## config.mk

```make
export PLATFORM = sky130hd
export DESIGN_NAME = thread_scheduler_flat
export DESIGN_NICKNAME = d
export VERILOG_FILES = /design/src/rtl/thread_scheduler_if.sv /design/src/rtl/thread_scheduler.sv /design/src/flat_wrapper.sv
export SDC_FILE = /design/constraint.sdc
export NUM_CORES = 1
export LEC_CHECK = 0
export ABC_AREA = 1
export BUFFER_PORTS_ARGS = -buffer_cell sky130_fd_sc_hd__buf_2
export CORE_AREA = 2 2 258 209
export DETAILED_ROUTE_END_ITERATION = 16
export DIE_AREA = 0 0 260 211
export HOLD_SLACK_MARGIN = 0.06
export PLACE_DENSITY_LB_ADDON = 0.1
export SYNTH_ARGS = -nofsm -noshare
export SYNTH_HDL_FRONTEND = slang
export SYNTH_SLANG_ARGS = --single-unit
export TNS_END_PERCENT = 20
```

## constraint.sdc

```tcl
create_clock -name clk -period 8.85 [get_ports clk]
set_input_delay 1.3275 -clock clk [delete_from_list [all_inputs] [get_ports clk]]
set_output_delay 1.3275 -clock clk [all_outputs]
set_load 0.1 [all_outputs]
```

## src/rtl/thread_scheduler_if.sv

```systemverilog
// Handshake bundle between the vector core and the thread scheduler.
// The core side uses the master modport, the scheduler uses slave.
interface thread_scheduler_if #(
    parameter int NUM_THREADS = 8,
    parameter int PC_WIDTH    = 32
);
    localparam int TID_WIDTH = $clog2(NUM_THREADS);

    logic                 spawn_valid;
    logic [PC_WIDTH-1:0]  spawn_pc;
    logic                 spawn_ready;
    logic [TID_WIDTH-1:0] spawn_tid;

    logic                 issue_valid;
    logic                 issue_ready;
    logic [TID_WIDTH-1:0] issue_tid;
    logic [PC_WIDTH-1:0]  issue_pc;

    logic                 retire_valid;
    logic [TID_WIDTH-1:0] retire_tid;
    logic [1:0]           retire_op;
    logic [PC_WIDTH-1:0]  retire_pc;

    logic                 mem_done_valid;
    logic [TID_WIDTH-1:0] mem_done_tid;

    logic [TID_WIDTH:0]   active_count;
    logic                 err;

    modport master (
        output spawn_valid, spawn_pc, issue_ready,
        output retire_valid, retire_tid, retire_op, retire_pc,
        output mem_done_valid, mem_done_tid,
        input  spawn_ready, spawn_tid, issue_valid, issue_tid, issue_pc,
        input  active_count, err
    );

    modport slave (
        input  spawn_valid, spawn_pc, issue_ready,
        input  retire_valid, retire_tid, retire_op, retire_pc,
        input  mem_done_valid, mem_done_tid,
        output spawn_ready, spawn_tid, issue_valid, issue_tid, issue_pc,
        output active_count, err
    );
endinterface

```

## src/rtl/thread_scheduler.sv

```systemverilog
// Hardware-thread scheduler: allocates IDLE contexts on spawn and offers
// READY contexts round-robin to the issue stage; retire/mem_done move state.
module thread_scheduler #(
    parameter int NUM_THREADS = 8,
    parameter int PC_WIDTH    = 32
) (
    input  logic                   clk,
    input  logic                   reset,
    thread_scheduler_if.slave      bus
);
    localparam int TID_WIDTH = $clog2(NUM_THREADS);

    typedef enum logic [1:0] {
        ST_IDLE    = 2'b00,
        ST_READY   = 2'b01,
        ST_RUNNING = 2'b10,
        ST_WAIT    = 2'b11
    } ctxState_t;

    ctxState_t            r_state [NUM_THREADS];
    logic [PC_WIDTH-1:0]  r_pc    [NUM_THREADS];
    logic [TID_WIDTH-1:0] r_rrPtr;
    logic                 r_err;
    logic [TID_WIDTH:0]   r_activeCount;

    logic                 w_spawnReady;
    logic [TID_WIDTH-1:0] w_spawnTid;
    logic                 w_issueValid;
    logic [TID_WIDTH-1:0] w_issueOffset;
    logic [TID_WIDTH-1:0] w_issueTid;
    logic                 w_spawnFire;
    logic                 w_issueFire;
    logic                 w_retireLegal;
    logic                 w_retireErr;
    logic                 w_exitFire;
    logic                 w_memLegal;
    logic                 w_memErr;

    // Lowest-numbered IDLE context is the allocation candidate.
    always_comb begin
        w_spawnReady = 1'b0;
        w_spawnTid   = '0;
        for (int i = NUM_THREADS - 1; i >= 0; i--) begin
            if (r_state[i] == ST_IDLE) begin
                w_spawnReady = 1'b1;
                w_spawnTid   = TID_WIDTH'(i);
            end
        end
    end

    // First READY context at or after rr_ptr; index arithmetic wraps because NUM_THREADS is a power of two.
    always_comb begin
        w_issueValid  = 1'b0;
        w_issueOffset = '0;
        for (int i = NUM_THREADS - 1; i >= 0; i--) begin
            if (r_state[r_rrPtr + TID_WIDTH'(i)] == ST_READY) begin
                w_issueValid  = 1'b1;
                w_issueOffset = TID_WIDTH'(i);
            end
        end
    end

    assign w_issueTid = r_rrPtr + w_issueOffset;

    assign w_spawnFire   = bus.spawn_valid && w_spawnReady;
    assign w_issueFire   = bus.issue_ready && w_issueValid;
    assign w_retireLegal = bus.retire_valid && (bus.retire_op != 2'b11)
                           && (r_state[bus.retire_tid] == ST_RUNNING);
    assign w_retireErr   = bus.retire_valid && !w_retireLegal;
    assign w_exitFire    = w_retireLegal && (bus.retire_op == 2'b10);
    assign w_memLegal    = bus.mem_done_valid && (r_state[bus.mem_done_tid] == ST_WAIT);
    assign w_memErr      = bus.mem_done_valid && !w_memLegal;

    // Each event can only hit a context in one particular state, so the
    // per-context updates below never collide within a cycle.
    always_ff @(posedge clk or posedge reset) begin
        if (reset) begin
            for (int i = 0; i < NUM_THREADS; i++) begin
                r_state[i] <= ST_IDLE;
                r_pc[i]    <= '0;
            end
        end else begin
            for (int i = 0; i < NUM_THREADS; i++) begin
                if (w_spawnFire && (w_spawnTid == TID_WIDTH'(i))) begin
                    r_state[i] <= ST_READY;
                    r_pc[i]    <= bus.spawn_pc;
                end
                if (w_issueFire && (w_issueTid == TID_WIDTH'(i))) begin
                    r_state[i] <= ST_RUNNING;
                end
                if (w_retireLegal && (bus.retire_tid == TID_WIDTH'(i))) begin
                    case (bus.retire_op)
                        2'b00: begin
                            r_state[i] <= ST_READY;
                            r_pc[i]    <= bus.retire_pc;
                        end
                        2'b01: begin
                            r_state[i] <= ST_WAIT;
                            r_pc[i]    <= bus.retire_pc;
                        end
                        default: r_state[i] <= ST_IDLE;
                    endcase
                end
                if (w_memLegal && (bus.mem_done_tid == TID_WIDTH'(i))) begin
                    r_state[i] <= ST_READY;
                end
            end
        end
    end

    always_ff @(posedge clk or posedge reset) begin
        if (reset) begin
            r_rrPtr       <= '0;
            r_err         <= 1'b0;
            r_activeCount <= '0;
        end else begin
            if (w_issueFire) begin
                r_rrPtr <= w_issueTid + TID_WIDTH'(1);
            end
            if (w_retireErr || w_memErr) begin
                r_err <= 1'b1;
            end
            r_activeCount <= r_activeCount + (TID_WIDTH + 1)'(w_spawnFire)
                                           - (TID_WIDTH + 1)'(w_exitFire);
        end
    end

    assign bus.spawn_ready  = w_spawnReady;
    assign bus.spawn_tid    = w_spawnTid;
    assign bus.issue_valid  = w_issueValid;
    assign bus.issue_tid    = w_issueValid ? w_issueTid : '0;
    assign bus.issue_pc     = w_issueValid ? r_pc[w_issueTid] : '0;
    assign bus.active_count = r_activeCount;
    assign bus.err          = r_err;
endmodule

```

## src/flat_wrapper.sv

```systemverilog
// flat-port wrapper written by rule: the top's interface ports become plain ports
module thread_scheduler_flat 
#(
    parameter int NUM_THREADS = 8,
    parameter int PC_WIDTH    = 32
)
  (clk, reset, bus_spawn_valid, bus_spawn_pc, bus_issue_ready, bus_retire_valid, bus_retire_tid, bus_retire_op, bus_retire_pc, bus_mem_done_valid, bus_mem_done_tid, bus_spawn_ready, bus_spawn_tid, bus_issue_valid, bus_issue_tid, bus_issue_pc, bus_active_count, bus_err);
  thread_scheduler_if #(.NUM_THREADS(NUM_THREADS), .PC_WIDTH(PC_WIDTH)) bus_i ();
  input  logic clk;
  input  logic reset;
  input wire logic [$bits(bus_i.spawn_valid)-1:0] bus_spawn_valid;
  input wire logic [$bits(bus_i.spawn_pc)-1:0] bus_spawn_pc;
  input wire logic [$bits(bus_i.issue_ready)-1:0] bus_issue_ready;
  input wire logic [$bits(bus_i.retire_valid)-1:0] bus_retire_valid;
  input wire logic [$bits(bus_i.retire_tid)-1:0] bus_retire_tid;
  input wire logic [$bits(bus_i.retire_op)-1:0] bus_retire_op;
  input wire logic [$bits(bus_i.retire_pc)-1:0] bus_retire_pc;
  input wire logic [$bits(bus_i.mem_done_valid)-1:0] bus_mem_done_valid;
  input wire logic [$bits(bus_i.mem_done_tid)-1:0] bus_mem_done_tid;
  output wire logic [$bits(bus_i.spawn_ready)-1:0] bus_spawn_ready;
  output wire logic [$bits(bus_i.spawn_tid)-1:0] bus_spawn_tid;
  output wire logic [$bits(bus_i.issue_valid)-1:0] bus_issue_valid;
  output wire logic [$bits(bus_i.issue_tid)-1:0] bus_issue_tid;
  output wire logic [$bits(bus_i.issue_pc)-1:0] bus_issue_pc;
  output wire logic [$bits(bus_i.active_count)-1:0] bus_active_count;
  output wire logic [$bits(bus_i.err)-1:0] bus_err;
  assign bus_i.spawn_valid = bus_spawn_valid;
  assign bus_i.spawn_pc = bus_spawn_pc;
  assign bus_i.issue_ready = bus_issue_ready;
  assign bus_i.retire_valid = bus_retire_valid;
  assign bus_i.retire_tid = bus_retire_tid;
  assign bus_i.retire_op = bus_retire_op;
  assign bus_i.retire_pc = bus_retire_pc;
  assign bus_i.mem_done_valid = bus_mem_done_valid;
  assign bus_i.mem_done_tid = bus_mem_done_tid;
  assign bus_spawn_ready = bus_i.spawn_ready;
  assign bus_spawn_tid = bus_i.spawn_tid;
  assign bus_issue_valid = bus_i.issue_valid;
  assign bus_issue_tid = bus_i.issue_tid;
  assign bus_issue_pc = bus_i.issue_pc;
  assign bus_active_count = bus_i.active_count;
  assign bus_err = bus_i.err;
  thread_scheduler #(.NUM_THREADS(NUM_THREADS), .PC_WIDTH(PC_WIDTH)) u_core (.clk(clk), .reset(reset), .bus(bus_i));
endmodule
```

## After elaboration in Yosys (flattened, before gate mapping)

Cells that the tools add are included.

| cells by class | value |
|---|---|
| add/sub/neg operators | 11 |
| reductions and logical operators | 65 |
| bitwise logic cells | 11 |
| equal/unequal tests | 41 |
| mux-type cells | 124 |
| magnitude comparators | 11 |

Operator list:

| kind | number |
|---|---|
| 32-bit two-way mux | 27 |
| 2-bit two-way mux | 52 |
| 32-bit binary-select mux with 3-bit select | 1 |
| 2-bit binary-select mux with 3-bit select | 10 |
| 3-bit two-way mux | 17 |
| 3-bit == test, second input constant | 16 |
| 4-bit >= comparator, second input constant | 11 |
| 3-bit NOT with 4-bit output | 11 |
| 1-bit logical AND | 40 |
| 4-bit nonzero test | 8 |
| 3-bit by 2-bit == test with 1-bit output, second input constant | 8 |
| 2-bit by 1-bit == test with 1-bit output, second input constant | 9 |
| 2-bit logical NOT | 9 |
| 1-bit two-way mux | 16 |
| 3-bit adder, second input constant | 4 |
| 3-bit by 1-bit == test with 1-bit output, second input constant | 4 |
| 3-bit logical NOT | 4 |
| 3-bit by 1-bit adder with 3-bit output, second input constant | 2 |
| 3-bit by 2-bit adder with 3-bit output, second input constant | 2 |
| 2-bit == test, second input constant | 3 |
| 4-bit by 1-bit adder with 4-bit output | 1 |
| 2-bit case mux with 2 select lines | 1 |
| 4-bit by 1-bit subtractor with 4-bit output | 1 |
| 3-bit adder | 1 |
| 4 further kinds | 5 |

| storage, ports and cells | value |
|---|---|
| word-level logic and storage cells | 282 |
| input port bits | 78 |
| flip-flop bits (word level) | 280 |

## Longest topological paths before layout

Gate-level depths: netlist of the first run.

| depth | value |
|---|---|
| depth after elaboration | 20 |
| gate-level depth with buffers | 29 |
| depth with buffers taken out | 27 |

## Worst setup path before layout of the first run

No wires, ideal clock.

| timing path | value |
|---|---|
| kind | register to output |
| start point | register u_core.r_rrPtr[0] |
| end point | output port bus_issue_pc[23] |
| path slack | 2.371 ns |
| data required time | 7.523 ns |
| buffers on the path | 4 |
| arrival | 5.151 ns |
| stages on the path, launching flop included | 25 |
| cell sequence | dfrtp_1 > inv_2 > buf_2 > ha_1 > inv_1 > buf_2 > nand3_1 > nand2_1 > nand3_1 > nand2_1 > a21oi_1 > o21ai_0 > nand2_1 > a21boi_0 > ha_1 > inv_1 > fa_1 > nor2_1 > inv_1 > clkbuf_1 > buf_1 > nor2_1 > a21oi_1 > o221ai_1 > a21oi_1 |

| between the ends | value |
|---|---|
| word-level cells in the longest chain between the ends | 20 |
| elaborated cells between the ends (all ways) | 69 |

RTL lines:

| what | RTL line | source |
|---|---|---|
| from (decl) | thread_scheduler.sv:22 | `logic [TID_WIDTH-1:0] r_rrPtr;` |
| from (signal assigned) | thread_scheduler.sv:118 | `r_rrPtr <= w_issueTid + TID_WIDTH'(1);` |
| 3-bit adder | thread_scheduler.sv:56 | `if (r_state[r_rrPtr + TID_WIDTH'(i)] == ST_READY) begin` |
| 3-bit NOT with 4-bit output (implied by the code) | thread_scheduler.sv:56 |  |
| 2-bit binary-select mux with 3-bit select | thread_scheduler.sv:56 |  |
| 2-bit two-way mux (implied by the code) (2 in series) | thread_scheduler.sv:56 |  |
| 2-bit by 1-bit == test with 1-bit output | thread_scheduler.sv:56 |  |
| 3-bit two-way mux (8 in series) | thread_scheduler.sv:56 |  |
| 3-bit adder | thread_scheduler.sv:63 | `assign w_issueTid = r_rrPtr + w_issueOffset;` |
| 3-bit NOT with 4-bit output (implied by the code) | thread_scheduler.sv:132 | `assign bus.issue_pc = w_issueValid ? r_pc[w_issueTid] : '0;` |
| 32-bit binary-select mux with 3-bit select | thread_scheduler.sv:132 |  |
| 32-bit two-way mux (implied by the code) (2 in series) | thread_scheduler.sv:132 |  |
| 32-bit two-way mux * | thread_scheduler.sv:132 |  |
| to (decl) | flat_wrapper.sv:24 | `output wire logic [$bits(bus_i.issue_pc)-1:0] bus_issue_pc;` |

Every way passes the cells marked *; elsewhere a longest branch is shown, timed or not. The select of a mux whose other input is x is not followed.

## Worst setup path after layout of the first run

| timing path | value |
|---|---|
| start point | register u_core.r_rrPtr[0] |
| end point | output port bus_issue_pc[9] |

The elaborated chain is that of the path after synthesis.

==> results.yml, run 1 <==
timing:
  worstMarginPinSlew_ns: 1.03
  finalSetupViolations: 0
  finalClockSkew_ns: 0.0112
  slew_viol_final: 0
  fmax_mhz: 124
  rsz0062_at_grt: "no"
  min_period_ns: 8.09
  hold_viol_final: 0
  maxSlewHeadroom_pct: 31.3
  period_share_pct: 91.4
  tns_ns: 0
clocking:
  ctsHoldBuffers: 0
  clkSlewWorstSetupHoldPaths_ns: 0.05
  clock_latency_ns: 0.56
  post-cts-setup-buffers: 0
  clock-root-buffer: "clkbuf_16"
  cts_made_buffers: 36
  ctsResizeCount: 0
  cts_buffer_depth: 3
  htreeDepth: 2
  clkSinkCount: 280
  cts_tree: "done"
routing:
  wirelength_mm: 66.3
  drtPass1Iterations: 5
  drc_errors: 0
  antenna_left: 0
  vias: 15900
  drt-wirelength-per-cell_um: 22.8
  vias_per_cell: 5.47
  drt_first_iter_violations: 1567
cells_and_area:
  design_area_um2: 18700
  finalNetCount: 2274
  final_layout_size_suffix_gt1_share_pct: 13.3
  syn_to_final_growth_pct: 13.4
setup_path:
  crit_path_cell_trace: "inv_2 -> ha_1 -> inv_1 -> nand3_1 -> nand2_1 -> nand4_1 -> nand2_1 -> a21oi_1 -> o21ai_0 -> nand2_1 -> a21boi_0 -> ha_1 -> inv_1 -> fa_1 -> nor2_1 -> inv_2 -> buf_4 -> buf_4 -> nor2_1 -> a21oi_1 -> o221ai_1 -> a21oi_1 -> buf_2"
  crit_path_start_kind: "register"
  slowest_stage: "dfrtp_1"
  critPathMaxStageDelay_ns: 0.79
  critPathKind: "register to output pin"
  cp_data_arrival_time_ns: 6.76
  cp-end-kind: "output pin"
  worst-path-max-fanout: 27
  crit_required_ns: 7.52
outcome:
  status: "finished clean"
logic_synthesis:
  syn-num-nets: 2231
  ys.warnings.count: 0
  syn_area_per_cell_um2: 7.72
  ys_types: 43
  async_flop_share_pct: 100
  netlist_area_um2: 16500
  synth-compound-area-share_pct: 22.7
  synth_cells: 2142
  synth_top_family_by_area: "compound AO/OA/AOI/OAI gates"
  synth-simple-area-share_pct: 20.0
  yosysSeqAreaShare_pct: 42.4
  synth_fa_ha_area_share_pct: 0.923
  ys.flop_type: "dfrtp_1"
  synth_mux_area_share_pct: 3.88
  synth_edf_count: 0
  synth-seq-cells: 280
  synth-xor-area-share_pct: 0.318
worst_hold_path:
  hold_class: "register to register"
die:
  rows: 75
  die_area_um2: 54900
  die_h_um: 211
  fp.dieW_um: 260
  start_util_pct: 31.7
  core_area_um2: 52100
  pin_count: 123
global_route:
  grt_pass1_wl_mm: 101
  grtUsageTotal_pct: 24.3
  grt-ovfl-total: 0
  grt_pass1_vias: 15400
  grt_antenna_before_repair: 6
  grt_max_degree: 154
place:
  place_congestion: 0.890
  io_buffers: 122
  dp_hpwl_mm: 38.0
  place_area_um2: 17500
flow_run:
  drv_cap: 0
-- worst paths after layout --
| check | start | slack (ns) | depth (start not counted) | end |
|---|---|---|---|---|
| max | u_core.r_rrPtr[0] | 0.76 | 23 | bus_issue_pc[9] |
| min | u_core.r_pc[214] | 0.55 | 2 | u_core.r_pc[214] |
| max reg2reg | u_core.r_rrPtr[0] | 3.24 | 23 | u_core.r_state[10] |
| min reg2reg | u_core.r_pc[214] | 0.55 | 2 | u_core.r_pc[214] |
| max in group asynchronous | reset | 6.30 | 4 | u_core.r_state[5] |
| min in group asynchronous | reset | 1.10 | 3 | u_core.r_pc[153] |
-- critical path: cells and delay by family (launching register included) --
| kind | cells | cell delay, ns |
|---|---|---|
| buf+inv | 7 | 2.38 |
| fa+ha+maj | 3 | 1.41 |
| compound gates | 6 | 0.89 |
| flops | 1 | 0.79 |
| simple gates | 7 | 0.73 |
-- area by class of cell --
class,count,area [um2]
Tap cell,693,867
Clock inverter,7,71.3
Fill cell,5474,33300
Inverter,212,800
Antenna cell,3,7.51
Clock buffer,56,1120
Sequential cell,280,7010
Multi-Input combinational cell,1497,7960
Timing Repair Buffer,158,906
-- cell families after synthesis --
| logic type | count (synthesis) |
|---|---|
| and+or+nand+nor | 793 |
| AOI/OAI and AO/OA | 623 |
| buffers and inverters | 365 |
| DFF | 280 |
| muxes | 64 |
| adders and majority gates | 11 |
| xor gates and xnor gates | 6 |
-- layout by cell type, fill, tap and decap left out, drive strengths merged, types with 9 or more instances in the layout --
| cell type | Yosys | final |
|---|---|---|
| mux2i | 64 | 64 |
| buf | 94 | 158 |
| dfrtp | 280 | 280 |
| o21ai | 212 | 212 |
| nand2 | 460 | 460 |
| a31oi | 64 | 64 |
| nor2 | 188 | 188 |
| inv | 210 | 209 |
| ha | 9 | 9 |
| nand3 | 124 | 124 |
| o22ai | 233 | 233 |
| nand4 | 14 | 14 |
| a21oi | 75 | 75 |
| clkbuf | 59 | 56 |
| o221ai | 34 | 34 |
-- Yosys cell counts (56+ instances only) --
library cell,count,area [um2]
a31oi_1,64,400
inv_1,195,732
dfrtp_1,280,7010
nand2_1,451,1690
o21ai_0,126,631
nand3_1,117,586
mux2i_1,64,641
buf_2,58,290
o22ai_1,221,1380
clkbuf_1,56,210
a21oi_1,67,335
o21ai_1,84,420
nor2_1,178,668
-- sequential cells by signal (all words and copies together), names as in the netlist --
name,cells
u_core.r_state,16
u_core.bus.active_count,4
u_core.r_pc,256
u_core.bus.err,1
u_core.r_rrPtr,3
-- metal layers --
layer	GRT usage (%)	part of all wire [%]	vias to the layer above
met3	4.02	6.1	80
met4	5.01	1.6	2
met2	37.1	44	517
met5	0	0.015	-
li1	-	-	7480
met1	36.0	48	7819
-- through the flow --
stage / setup slack [ns] / utilization (%) / hold slack, ns / std cells
after global routing: 0.269 / 36.0 / 0.551 / 2903
final: 0.758 / 36.0 / 0.548 / 2906
after detailed placement: 1.44 / 33.7 / 0.525 / 2840
after floorplan: 2.37 / - / 0.493 / 2142
after CTS: 0.823 / 36.0 / 0.541 / 2903
after global placement: 1.54 / 33.7 / 0.530 / 2840
Power of run 1 is left out: the tool's default activity adds up to more than one toggle a clock period on the data nets, which glitch-free logic cannot reach.
==> run 2, diff against run 1 <==
--- a/config.mk
+++ b/config.mk
@@ -6,12 +6,13 @@
 export NUM_CORES = 1
 export LEC_CHECK = 0
 export ABC_AREA = 1
-export BUFFER_PORTS_ARGS = -buffer_cell sky130_fd_sc_hd__buf_2
 export CORE_AREA = 2 2 258 209
 export DETAILED_ROUTE_END_ITERATION = 16
 export DIE_AREA = 0 0 260 211
+export DONT_BUFFER_PORTS = 1
 export HOLD_SLACK_MARGIN = 0.06
 export PLACE_DENSITY_LB_ADDON = 0.1
+export SETUP_SLACK_MARGIN = 0.1
 export SYNTH_ARGS = -nofsm -noshare
 export SYNTH_HDL_FRONTEND = slang
 export SYNTH_SLANG_ARGS = --single-unit
==> run 2 against run 1 <==
  * Fmax grew 2.5%
  * Register-to-register slack lost 0.13 ns
  * Cell count shrank 3.4%
  * Clock skew grew 0.0016 ns
  * Global-route usage shrank 0.47 points
  * Setup slack gained 0.20 ns
  * Largest cell class unchanged
  * Count of clock-buffer cells in the layout shrank 7
  * Utilization shrank 0.65 points
  * Highest routed layer is now met4
  * Design area shrank 1.8%
  * Critical path depth is the same
==> results.yml, run 2 (synthesis gave the netlist of run 1 again) <==
setup_path:
  critPathKind: "register to output pin"
  crit_path_cell_trace: "inv_2 -> ha_1 -> inv_1 -> nand3_1 -> nand2_1 -> nand3_1 -> nand2_1 -> a21oi_1 -> o21ai_0 -> nand2_1 -> a21boi_0 -> ha_1 -> inv_1 -> fa_1 -> inv_1 -> nor2_1 -> inv_2 -> buf_4 -> o22ai_1 -> nor2_1 -> o21ai_0 -> a21oi_2 -> buf_4"
  cp.buffers_inverters: 7
  crit_required_ns: 7.52
  crit_family: "buffers and inverters"
  cp_data_arrival_time_ns: 6.57
  slowest_stage: "dfrtp_1"
  worst-path-max-fanout: 36
  crit_path_start_kind: "register"
  critPathMaxStageDelay_ns: 0.79
  cp-end-kind: "output pin"
routing:
  wirelength_mm: 64.9
  drt-wirelength-per-cell_um: 23.1
  antenna_left: 0
  vias_per_cell: 5.55
  vias: 15600
  drt_first_iter_violations: 1466
  drc_errors: 0
  drtPass1Iterations: 6
die:
  die_area_um2: 54900
  fp.dieW_um: 260
  start_util_pct: 31.7
  core_area_um2: 52100
  die_h_um: 211
  pin_count: 123
  rows: 75
timing:
  finalSetupViolations: 0
  maxSlewHeadroom_pct: 20.3
  slew_viol_final: 0
  tns_ns: 0
  worstMarginPinSlew_ns: 1.19
  period_share_pct: 89.2
  min_period_ns: 7.89
  rsz0062_at_grt: "no"
  hold_viol_final: 0
  fmax_mhz: 127
  finalClockSkew_ns: 0.0127
global_route:
  grt_pass1_vias: 15200
  gr-usage-met2_pct: 36.1
  grt_antenna_before_repair: 2
  grtUsageTotal_pct: 23.8
  met1_usage_pct: 35.2
  grtUsageMet3_pct: 3.52
  grt-ovfl-total: 0
  busiest_layer: "met2"
  grt_max_degree: 133
  grt_pass1_wl_mm: 99.5
cells_and_area:
  final_layout_size_suffix_gt1_share_pct: 10.8
  regMostFlops: "u_core.r_pc"
  nFillCells: 5400
  multiInputGateArea_um2: 8070
  finalNetCount: 2181
  mostFrequentLayoutCells: "445 x nand2_1, 280 x dfrtp_1, 221 x o22ai_1, 191 x inv_1, 174 x nor2_1"
  antennaDiodeCount: 0
  final_common_cell: "nand2_1"
  largest_register_ffs: 256
  regArea_um2: 7010
  syn_to_final_growth_pct: 11.3
clocking:
  cts_tree: "done"
  cts_made_buffers: 35
  clock_latency_ns: 0.54
  post-cts-setup-buffers: 0
  clkSinkCount: 280
  clock-root-buffer: "clkbuf_16"
  ctsHoldBuffers: 0
  ctsResizeCount: 0
  htreeDepth: 2
  cts_buffer_depth: 3
  clkSlewWorstSetupHoldPaths_ns: 0.06
place:
  io_buffers: 0
  place_congestion: 0.873
  dp_hpwl_mm: 38.3
flow_run:
  drv_cap: 0
worst_hold_path:
  hold_class: "register to register"
outcome:
  status: "finished clean"
[run 2: changes by cell type in the layout (fill, tap and decap cells not counted), moves of 2 or more]
cell       delta
nor2_2        +3
nor2_1        -3
bufinv_16     +2
a21oi_2      +25
nand2_2       +2
buf_4        +30
clkbuf_8      -2
diode_2       -3
clkbuf_1      -2
a21oi_1      -25
clkbuf_16     -3
buf_2       -122
[run 2: area by class of cell]
type | instances | share of cell area, %
Inverter | 212 | 4.35
Sequential cell | 280 | 38.1
Multi-Input combinational cell | 1497 | 43.8
Clock buffer | 49 | 5.48
Tap cell | 693 | 4.71
Timing Repair Buffer | 66 | 2.83
Clock inverter | 10 | 0.700
[run 2: routing by layer]
| metal | vias to the layer above | share of wire, % |
|---|---|---|
| met2 | 558 | 44 |
| met4 | 0 | 2.0 |
| met1 | 7643 | 48 |
| li1 | 7279 | - |
| met5 | - | 0 |
| met3 | 95 | 6.3 |
[run 2: stage by stage]
stage,utilization (%),cells,instance area (um2),hold WS (ns),setup WS [ns]
2_1_floorplan,-,2142,16500,0.493,2.37
3_3_place_gp,33.1,2748,17300,0.529,1.67
3_5_place_dp,33.1,2748,17300,0.540,1.59
4_1_cts,35.3,2807,18400,0.551,0.981
5_1_grt,35.3,2807,18400,0.572,0.476
6_report,35.3,2807,18400,0.548,0.956
[run 2: path summary, 6_finish.rpt]
check / endpoint / cells past startpoint / from / slack (ns)
worst max register to register: u_core.r_state[10] / 22 / u_core.r_rrPtr[0] / 3.11
worst max-delay path: bus_issue_pc[23] / 23 / u_core.r_rrPtr[0] / 0.96
worst min register to register: u_core.r_pc[172] / 2 / u_core.r_pc[172] / 0.55
worst min-delay path: u_core.r_pc[172] / 2 / u_core.r_pc[172] / 0.55
max in group asynchronous: u_core.r_pc[171] / 2 / reset / 6.74
min in group asynchronous: u_core.r_pc[156] / 1 / reset / 0.83
[run 2: worst reg2reg max path: stages, from the launching register on]
cell      delay [ns]
dfrtp_1         0.79
inv_2           0.33
ha_1            0.53
inv_1           0.33
nand3_1         0.16
nand2_1         0.09
nand3_1         0.08
nand2_1         0.12
a21oi_1         0.07
o21ai_0         0.19
nand2_1         0.07
a21boi_0        0.21
ha_1            0.18
inv_1           0.05
fa_1            0.68
nor2_1          0.14
inv_2           0.58
buf_4           0.42
nor2_1          0.17
nand2_1         0.17
nand4_1         0.13
nand2_1         0.11
inv_1           0.04
Power of run 2 is left out for the same reason.
